## src/rtl/data_mem_responder_if.sv

```systemverilog
// Processor data-memory bus between the CPU FSM (master) and the memory responder (slave).
interface data_mem_responder_if;
  logic       MemRead;
  logic       wren;
  logic [7:0] address;
  logic [7:0] data;
  logic [7:0] q;

  modport master (output MemRead, output wren, output address, output data, input q);
  modport slave  (input MemRead, input wren, input address, input data, output q);
endinterface

```

## src/rtl/data_mem_responder.sv

```systemverilog
// Data-memory responder: RAM at 0x00..RAM_TOP plus an MMIO page (LEDs, switches, cycle counter,
// down-timer with irq). Define WATCH_EN to add the write watchpoint register at 0xF8.
module data_mem_responder #(
  parameter logic [7:0] RAM_TOP = 8'hEF,
  parameter int         SW_W    = 5
) (
  input  logic                 clock,
  input  logic                 reset,
  data_mem_responder_if.slave  bus,
  input  logic [SW_W-1:0]      sw_in,
  output logic [9:0]           led_out,
  output logic                 irq,
  output logic                 watch_hit
);

  localparam logic [7:0] ADDR_LED_LO     = 8'hF0;
  localparam logic [7:0] ADDR_LED_HI     = 8'hF1;
  localparam logic [7:0] ADDR_SW         = 8'hF2;
  localparam logic [7:0] ADDR_CYC_LO     = 8'hF3;
  localparam logic [7:0] ADDR_CYC_HI     = 8'hF4;
  localparam logic [7:0] ADDR_TMR_RELOAD = 8'hF5;
  localparam logic [7:0] ADDR_TMR_CNT    = 8'hF6;
  localparam logic [7:0] ADDR_TMR_CTRL   = 8'hF7;
  localparam logic [7:0] ADDR_WATCH      = 8'hF8;

  logic [7:0]      ram [0:RAM_TOP];
  logic [7:0]      led_lo;
  logic [1:0]      led_hi;
  logic [SW_W-1:0] sw_meta, sw_sync;
  logic [15:0]     cyc_cnt;
  logic [7:0]      cyc_shadow;
  logic [7:0]      tmr_reload, tmr_cnt;
  logic            tmr_en, tmr_ar, tmr_pend;
  logic [7:0]      rd_data;
  logic            is_ram, cnt_wr, tmr_fire;

`ifdef WATCH_EN
  logic [7:0]      watch_addr;
`endif

  assign is_ram   = (bus.address <= RAM_TOP);
  assign cnt_wr   = bus.wren && (bus.address == ADDR_TMR_CNT);
  // A CPU write to the count pre-empts the expiring decrement, so no pending on that edge.
  assign tmr_fire = tmr_en && (tmr_cnt == 8'd1) && !cnt_wr;
  assign led_out  = {led_hi, led_lo};
  assign irq      = tmr_pend & tmr_en;

  // NOTE: every variable assigned in always_comb gets a default first, otherwise a latch is inferred.
  always_comb begin
    rd_data = 8'h00;
    if (is_ram) begin
      rd_data = ram[bus.address];
    end else begin
      case (bus.address)
        ADDR_LED_LO:     rd_data = led_lo;
        ADDR_LED_HI:     rd_data = {6'b0, led_hi};
        ADDR_SW:         rd_data = 8'(sw_sync);
        ADDR_CYC_LO:     rd_data = cyc_cnt[7:0];
        ADDR_CYC_HI:     rd_data = cyc_shadow;
        ADDR_TMR_RELOAD: rd_data = tmr_reload;
        ADDR_TMR_CNT:    rd_data = tmr_cnt;
        ADDR_TMR_CTRL:   rd_data = {tmr_pend, 5'b0, tmr_ar, tmr_en};
`ifdef WATCH_EN
        ADDR_WATCH:      rd_data = watch_addr;
`endif
        default:         rd_data = 8'h00;
      endcase
    end
  end

  // NOTE: the RAM array has no reset so it maps onto block RAM; its contents survive reset.
  always_ff @(posedge clock) begin
    if (bus.wren && is_ram) ram[bus.address] <= bus.data;
  end

  // NOTE: sequential state uses non-blocking assignments, so every read here sees the pre-edge
  // value; this is what gives read-before-write on q and the pre-increment CYC_LO snapshot.
  always_ff @(posedge clock) begin
    if (reset) begin
      bus.q      <= 8'h00;
      led_lo     <= 8'h00;
      led_hi     <= 2'b00;
      sw_meta    <= '0;
      sw_sync    <= '0;
      cyc_cnt    <= 16'h0000;
      cyc_shadow <= 8'h00;
      tmr_reload <= 8'h00;
      tmr_cnt    <= 8'h00;
      tmr_en     <= 1'b0;
      tmr_ar     <= 1'b0;
      tmr_pend   <= 1'b0;
    end else begin
      if (bus.MemRead) bus.q <= rd_data;

      sw_meta <= sw_in;
      sw_sync <= sw_meta;

      // Reading the low byte latches the high byte so a 16-bit read is coherent.
      cyc_cnt <= cyc_cnt + 16'd1;
      if (bus.MemRead && bus.address == ADDR_CYC_LO) cyc_shadow <= cyc_cnt[15:8];

      if (bus.wren) begin
        case (bus.address)
          ADDR_LED_LO:     led_lo     <= bus.data;
          ADDR_LED_HI:     led_hi     <= bus.data[1:0];
          ADDR_TMR_RELOAD: tmr_reload <= bus.data;
          ADDR_TMR_CTRL: begin
            tmr_en <= bus.data[0];
            tmr_ar <= bus.data[1];
          end
          default: ;
        endcase
      end

      if (cnt_wr) begin
        tmr_cnt <= bus.data;
      end else if (tmr_en && tmr_cnt != 8'd0) begin
        tmr_cnt <= (tmr_cnt == 8'd1) ? (tmr_ar ? tmr_reload : 8'd0) : tmr_cnt - 8'd1;
      end

      // Expiry beats a simultaneous write-1-to-clear so an event is never lost.
      if (tmr_fire) begin
        tmr_pend <= 1'b1;
      end else if (bus.wren && bus.address == ADDR_TMR_CTRL && bus.data[7]) begin
        tmr_pend <= 1'b0;
      end
    end
  end

`ifdef WATCH_EN
  always_ff @(posedge clock) begin
    if (reset) begin
      watch_addr <= 8'h00;
      watch_hit  <= 1'b0;
    end else begin
      if (bus.wren && bus.address == ADDR_WATCH) watch_addr <= bus.data;
      watch_hit <= bus.wren && is_ram && (bus.address == watch_addr);
    end
  end
`else
  assign watch_hit = 1'b0;
`endif

endmodule

```

## src/flat_wrapper.sv

```systemverilog
// flat-port wrapper written by rule: the top's interface ports become plain ports
module data_mem_responder_flat 
#(
  parameter logic [7:0] RAM_TOP = 8'hEF,
  parameter int         SW_W    = 5
)
  (clock, reset, sw_in, led_out, irq, watch_hit, bus_MemRead, bus_wren, bus_address, bus_data, bus_q);
  data_mem_responder_if bus_i ();
  input  logic clock;
  input  logic reset;
  input  logic [SW_W-1:0] sw_in;
  output logic [9:0] led_out;
  output logic irq;
  output logic watch_hit;
  input wire logic [$bits(bus_i.MemRead)-1:0] bus_MemRead;
  input wire logic [$bits(bus_i.wren)-1:0] bus_wren;
  input wire logic [$bits(bus_i.address)-1:0] bus_address;
  input wire logic [$bits(bus_i.data)-1:0] bus_data;
  output wire logic [$bits(bus_i.q)-1:0] bus_q;
  assign bus_i.MemRead = bus_MemRead;
  assign bus_i.wren = bus_wren;
  assign bus_i.address = bus_address;
  assign bus_i.data = bus_data;
  assign bus_q = bus_i.q;
  data_mem_responder #(.RAM_TOP(RAM_TOP), .SW_W(SW_W)) u_core (.clock(clock), .reset(reset), .bus(bus_i), .sw_in(sw_in), .led_out(led_out), .irq(irq), .watch_hit(watch_hit));
endmodule
```

## config.mk

```make
export PLATFORM = sky130hd
export DESIGN_NAME = data_mem_responder_flat
export DESIGN_NICKNAME = d
export VERILOG_FILES = /design/src/rtl/data_mem_responder_if.sv /design/src/rtl/data_mem_responder.sv /design/src/flat_wrapper.sv
export SDC_FILE = /design/constraint.sdc
export NUM_CORES = 2
export LEC_CHECK = 0
export ABC_CLOCK_PERIOD_IN_PS = 4830
export BUFFER_PORTS_ARGS = -buffer_cell sky130_fd_sc_hd__buf_2
export CAP_MARGIN = 10
export CORE_ASPECT_RATIO = 0.6
export CORE_MARGIN = 5
export CORE_UTILIZATION = 38
export CTS_CLUSTER_DIAMETER = 50
export CTS_CLUSTER_SIZE = 28
export DETAILED_ROUTE_END_ITERATION = 7
export GPL_TIMING_DRIVEN = 1
export HOLD_SLACK_MARGIN = 0.06
export RECOVER_POWER = 25
export SYNTH_ARGS = -nofsm -noshare
export SYNTH_HDL_FRONTEND = slang
export SYNTH_SLANG_ARGS = --single-unit
```

## constraint.sdc

```tcl
create_clock -name clock -period 4.83 [get_ports clock]
set_input_delay 0 -clock clock [delete_from_list [all_inputs] [get_ports clock]]
set_output_delay 0 -clock clock [all_outputs]
set_load 0.005 [all_outputs]
```

* Word-level counts from Yosys, hierarchy flattened
Memories as Yosys holds them, arrays and structs flattened.
Index checks and enable logic that the tools add are counted.
** Storage, ports and cells
- Bits in registers :: 71
- Memories :: 1
- Bits in writable memories :: 1920
- Bits in read-only memories :: 0
- Input bits :: 25
- Latch bits :: 0
** Cells by class
- Shifts and indexed selects :: 0
- Equal/unequal tests :: 9
- Multipliers :: 0
- Reduce and logical (&&, ||, !) cells :: 16
- Magnitude comparators :: 1
- Mux-type cells :: 10
- Div/mod/pow operators :: 0
- Bitwise logic cells :: 1
- $add $sub $neg :: 2
** Memory list
- u_core.ram :: words 240, bits a word 8, rd ports 1, clocked after Yosys merged registers in 0, wr ports 1, RTL line data_mem_responder.sv:26 : logic [7:0] ram [0:RAM_TOP];
** Operators by type and width (number)
- 8-bit equality test, second input constant :: 8
- 8-bit case mux with 8 select lines :: 1
- 8-bit two-way mux :: 5
- 16-bit by 1-bit adder with 16-bit output, second input constant :: 1
- 8-bit by 1-bit equality test with 1-bit output, second input constant :: 1
- 8-bit <= comparator, second input constant :: 1
- 1-bit logical AND :: 8
- 2-bit AND reduction :: 4
- 8-bit nonzero test :: 1
- 8-bit by 1-bit subtractor with 8-bit output, second input constant :: 1
- 1-bit two-way mux :: 4
- 2-bit nonzero test :: 2
- 1-bit AND :: 1
- 1-bit zero test :: 1

* Longest topological paths before layout
- Depth after elaboration :: 5
- Mapped depth :: 12
- Gate-level depth less buffers :: 8

* Worst setup path after synthesis
OpenSTA, ideal clock, no wires.
- Path kind :: input to register
- From :: input bus_address[0]
- To :: memory u_core.ram[124][0] (enable)
- Cell stages on the path :: 7
- Buffers on the path :: 6
- Data required time :: 4.435 ns
- Arrival time :: 1.915 ns
- Path slack :: 2.520 ns
- Library setup time :: 0.395 ns
- Path through :: buf_2 buf_6 buf_6 buf_4 buf_2 buf_2 nor4_1
** Between the ends
- Word-level cells in the longest chain between the ends :: 4
** RTL lines
- start, declared :: RTL line flat_wrapper.sv:17 : input wire logic [$bits(bus_i.address)-1:0] bus_address;
- 8-bit <= comparator :: RTL line data_mem_responder.sv:41 : assign is_ram = (bus.address <= RAM_TOP);
- 1-bit logical AND :: RTL line data_mem_responder.sv:73 : if (bus.wren && is_ram) ram[bus.address] <= bus.data;
- 1-bit two-way mux :: RTL line data_mem_responder.sv:73
- 1-bit two-way mux (not written as such) :: RTL line data_mem_responder.sv:73
- end, declared :: RTL line data_mem_responder.sv:26
Several ways; a longest one is shown, not always the timed one.

* Worst setup path in the final report
- From :: input bus_data[2]
- To :: memory u_core.ram[20][2] (data pin)
** RTL lines
- start, declared :: RTL line flat_wrapper.sv:18 : input wire logic [$bits(bus_i.data)-1:0] bus_data;
No word-level cell before the write port.

==> flow_summary.json <==
{
  "outcome": "complete, but fails checks",
  "failed_checks": "max-capacitance violations, max-slew violations",
  "dieHeight_um": 361,
  "hold_ws_ps": 163,
  "overflow": 0,
  "timing.critical_path.slowest_stage_cell": "sky130_fd_sc_hd__clkbuf_4",
  "p_per_area_mw_per_mm2": 377,
  "syn_area_mm2": 0.0780,
  "grt_setup_unrepaired": "no",
  "insertion_delay_ps": 760,
  "first_pass_grt_wire_length_mm": 306,
  "hold_path_class": "input pin to flip-flop",
  "placement_rows": 128,
  "die_w_um": 595,
  "max-clock-path-buffers": 3,
  "critPathMaxFanout": 203,
  "worst_ep_required_time_ps": 5010,
  "endpoint_kind": "flip-flop",
  "dpl.hpwl_mm": 139,
  "worst-setup-path-type": "input pin to flip-flop",
  "dieArea_mm2": 0.215,
  "clock_tree.root_cell": "sky130_fd_sc_hd__clkbuf_16",
  "drt_first_iter_violations": 6667,
  "final_period_minus_worst_setup_slack_ps": 3950,
  "synthesis.nets": 3964,
  "ys_ff_latch": 1991,
  "global_routing_met3_resource_utilization_pct": 7.24,
  "power.ir.vdd_worst_uv": 267,
  "crit_path_cell_trace": "dlygate4sd3_1 > clkbuf_1 > clkbuf_4",
  "cts_resized": 0,
  "cellLeakagePower_nw": 26.4,
  "min_path_cells": 5,
  "worst_pin_slew_ps": 4410,
  "fp.coreArea_mm2": 0.204,
  "min_period_over_period_pct": 81.9,
  "grt-busiest-layer": "met1",
  "finalSetupViolations": 0,
  "synth_enable_flop_cells": 1920,
  "clock_skew_ps": 40.2,
  "routedWlPerCell_um": 31.7,
  "cts_sinks": 1991,
  "drt_drc_violations_left": 0,
  "critical_path_cell_count": 3,
  "number_of_buffers_inserted_during_clock_tree_synthesis": 116,
  "timing_max_transition_violations_final": 952,
  "initial_utilization_pct": 38.3,
  "synth.yosys.seq_area_share_pct": 75.8,
  "layout.cell_area.non_filler_mm2": 0.0863,
  "antenna_violating_nets_post_route": 0,
  "use_met1_pct": 31.7,
  "worst_path_dominant_cell_family": "buffers and inverters",
  "synthDistinctLibCells": 83,
  "port-buffer-count": 43,
  "area_delta_synth_final_pct": 10.7,
  "final-hold-violation-count": 0,
  "max_stage_delay_ps": 1950,
  "drv.max_cap_violation_count": 9,
  "post_synth_inst_count": 3936,
  "fin_util_pct": 42.4,
  "mostFrequentLayoutCell": "sky130_fd_sc_hd__edfxtp_1",
  "grtUsageMet2_pct": 25.6,
  "nNetsFinal": 4066,
  "ff2ff_path_depth": 7,
  "final.setup.tns_ps": 0,
  "globalRouteTotalUtil_pct": 19.8,
  "setup.worst_path.start_class": "input pin",
  "finalPower_w": 0.0326,
  "critPathBufInv": 3,
  "antenna_found_initial": 11,
  "total_of_fill_cells_in_the_finished_design": 17600,
  "vias_per_cell": 5.95,
  "number_of_global_route_vias_before_repair": 38400,
  "achievable-frequency_mhz": 253,
  "drtPass1Iterations": 6,
  "crit_arrival_ps": 4140,
  "synthFlopType": "sky130_fd_sc_hd__edfxtp_1",
  "final_layout_size_suffix_gt1_share_pct": 21.3,
  "floorplan.io_pins": 45,
  "grt_max_degree": 204,
  "asyncSetResetFlopFracSynth_pct": 0,
  "detailroute.via_count": 40900,
  "postPlaceCellArea_mm2": 0.0817,
  "tritoncts_clock_tree": "done",
  "synthesis.yosys.warnings": 0,
  "detail_route.wirelength_mm": 218,
  "finalWeightedCongestion": 0.898,
  "htreeDepth": 3,
  "clk_pin_slew_worst_paths_ps": 90,
  "layout.cells.most_common_list": "1,920 x sky130_fd_sc_hd__edfxtp_1, 428 x sky130_fd_sc_hd__mux4_2, 289 x sky130_fd_sc_hd__nor2_1",
  "max_slew_margin_pct": -194,
  "synthesis.area_per_instance_um2": 19.8
}
cell usage after synthesis (all sizes together) (6+ instances only):
| cell | number | share of area [%] |
|---|---|---|
| nor2b | 27 | 0.22 |
| nand2b | 6 | 0.048 |
| a21oi | 68 | 0.44 |
| dfxtp | 71 | 1.8 |
| a211oi | 20 | 0.19 |
| nor2 | 291 | 1.4 |
| mux2i | 150 | 1.9 |
| o22a | 14 | 0.16 |
| a22o | 6 | 0.067 |
| xor2 | 9 | 0.10 |
| a22oi | 87 | 0.84 |
| nand3 | 86 | 0.56 |
| a32oi | 17 | 0.19 |
| edfxtp | 1920 | 74 |
| o221ai | 14 | 0.16 |
| and2 | 9 | 0.072 |
| nor3 | 28 | 0.18 |
| a31oi | 20 | 0.16 |
| mux4 | 430 | 12 |
| nand2 | 151 | 0.73 |
| o31ai | 9 | 0.087 |
| clkbuf | 98 | 0.48 |
| inv | 8 | 0.039 |
| o21ai | 28 | 0.18 |
| mux2 | 18 | 0.26 |
| nand4 | 10 | 0.080 |
| buf | 151 | 1.4 |
| nor4 | 16 | 0.14 |
| o22ai | 70 | 0.56 |
| and3 | 11 | 0.088 |
metal layers:
layer	vias to the layer above	share of wire [%]
li1	16400	-
met1	21800	45
met2	2458	40
met3	231	14
met4	6	1.7
met5	-	0.092
kinds of logic after synthesis:
kind of cell / count (synthesis) / synth area share [%]
DFF: 1991 / 75.8
buffers and inverters: 257 / 1.90
xor gates and xnor gates: 14 / 0.157
muxes: 598 / 14.6
other: 1 / 0.00481
adders and majority gates: 3 / 0.0482
and+or+nand+nor: 677 / 3.97
AOI/OAI and AO/OA: 395 / 3.52
stage by stage:
step | instances | setup slack [ps]
after floorplan | 3936 | 2520
after global placement | 6618 | 1210
after detailed placement | 6618 | 1200
after CTS | 6870 | 1360
after global routing | 6870 | 641
final | 6871 | 876
sequential cells by signal, indices dropped and copies added (netlist names):
| register | flops |
|---|---|
| u_core.bus.q | 8 |
| u_core.cyc_cnt | 16 |
| u_core.cyc_shadow | 8 |
| u_core.led_hi | 2 |
| u_core.led_lo | 8 |
| u_core.ram | 1920 |
| u_core.sw_meta | 5 |
| u_core.sw_sync | 5 |
| u_core.tmr_ar | 1 |
| u_core.tmr_cnt | 8 |
| u_core.tmr_en | 1 |
| u_core.tmr_pend | 1 |
| u_core.tmr_reload | 8 |
report_power, final:
group / leakage, nW / switching (W) / internal [W]
logic: 6.46 / 0.00125 / 0.000596
clock network: 2.07 / 0.00640 / 0.00534
registers: 17.8 / 0.0000246 / 0.0190
total: 26.4 / 0.00768 / 0.0249
tightest hold or removal path: stages:
cell and delay, ps:
sky130_fd_sc_hd__buf_8 350, sky130_fd_sc_hd__nor4bb_4 140, sky130_fd_sc_hd__buf_4 190, sky130_fd_sc_hd__nand3_1 90, sky130_fd_sc_hd__a21oi_1 50
path summary, 6_finish.rpt:
path	start	end	slack [ps]
hold / removal	bus_address[2]	u_core.cyc_shadow[6]	160
hold reg to reg	u_core.sw_meta[1]	u_core.sw_sync[1]	440
setup / recovery	bus_data[2]	u_core.ram[20][2]	880
setup reg to reg	u_core.ram[76][2]	u_core.bus.q[2]	1470
layout make-up:
class | instances | area, um2 | area share (%)
clock buffer | 122 | 3000 | 3.48
antenna | 1 | 2.50 | 0.00290
clock inverter | 98 | 1310 | 1.51
sequential | 1991 | 59100 | 68.5
timing repair buffer | 233 | 1990 | 2.31
tap | 2730 | 3420 | 3.96
multi-input combinational | 1688 | 17500 | 20.2
inverter | 8 | 30.0 | 0.0348
repair_timing:
action	in CTS	in global routing
setup buffers	0	0
hold endpoints to repair	599	0
hold buffers	32	0
(Power assumes the default switching activity.)
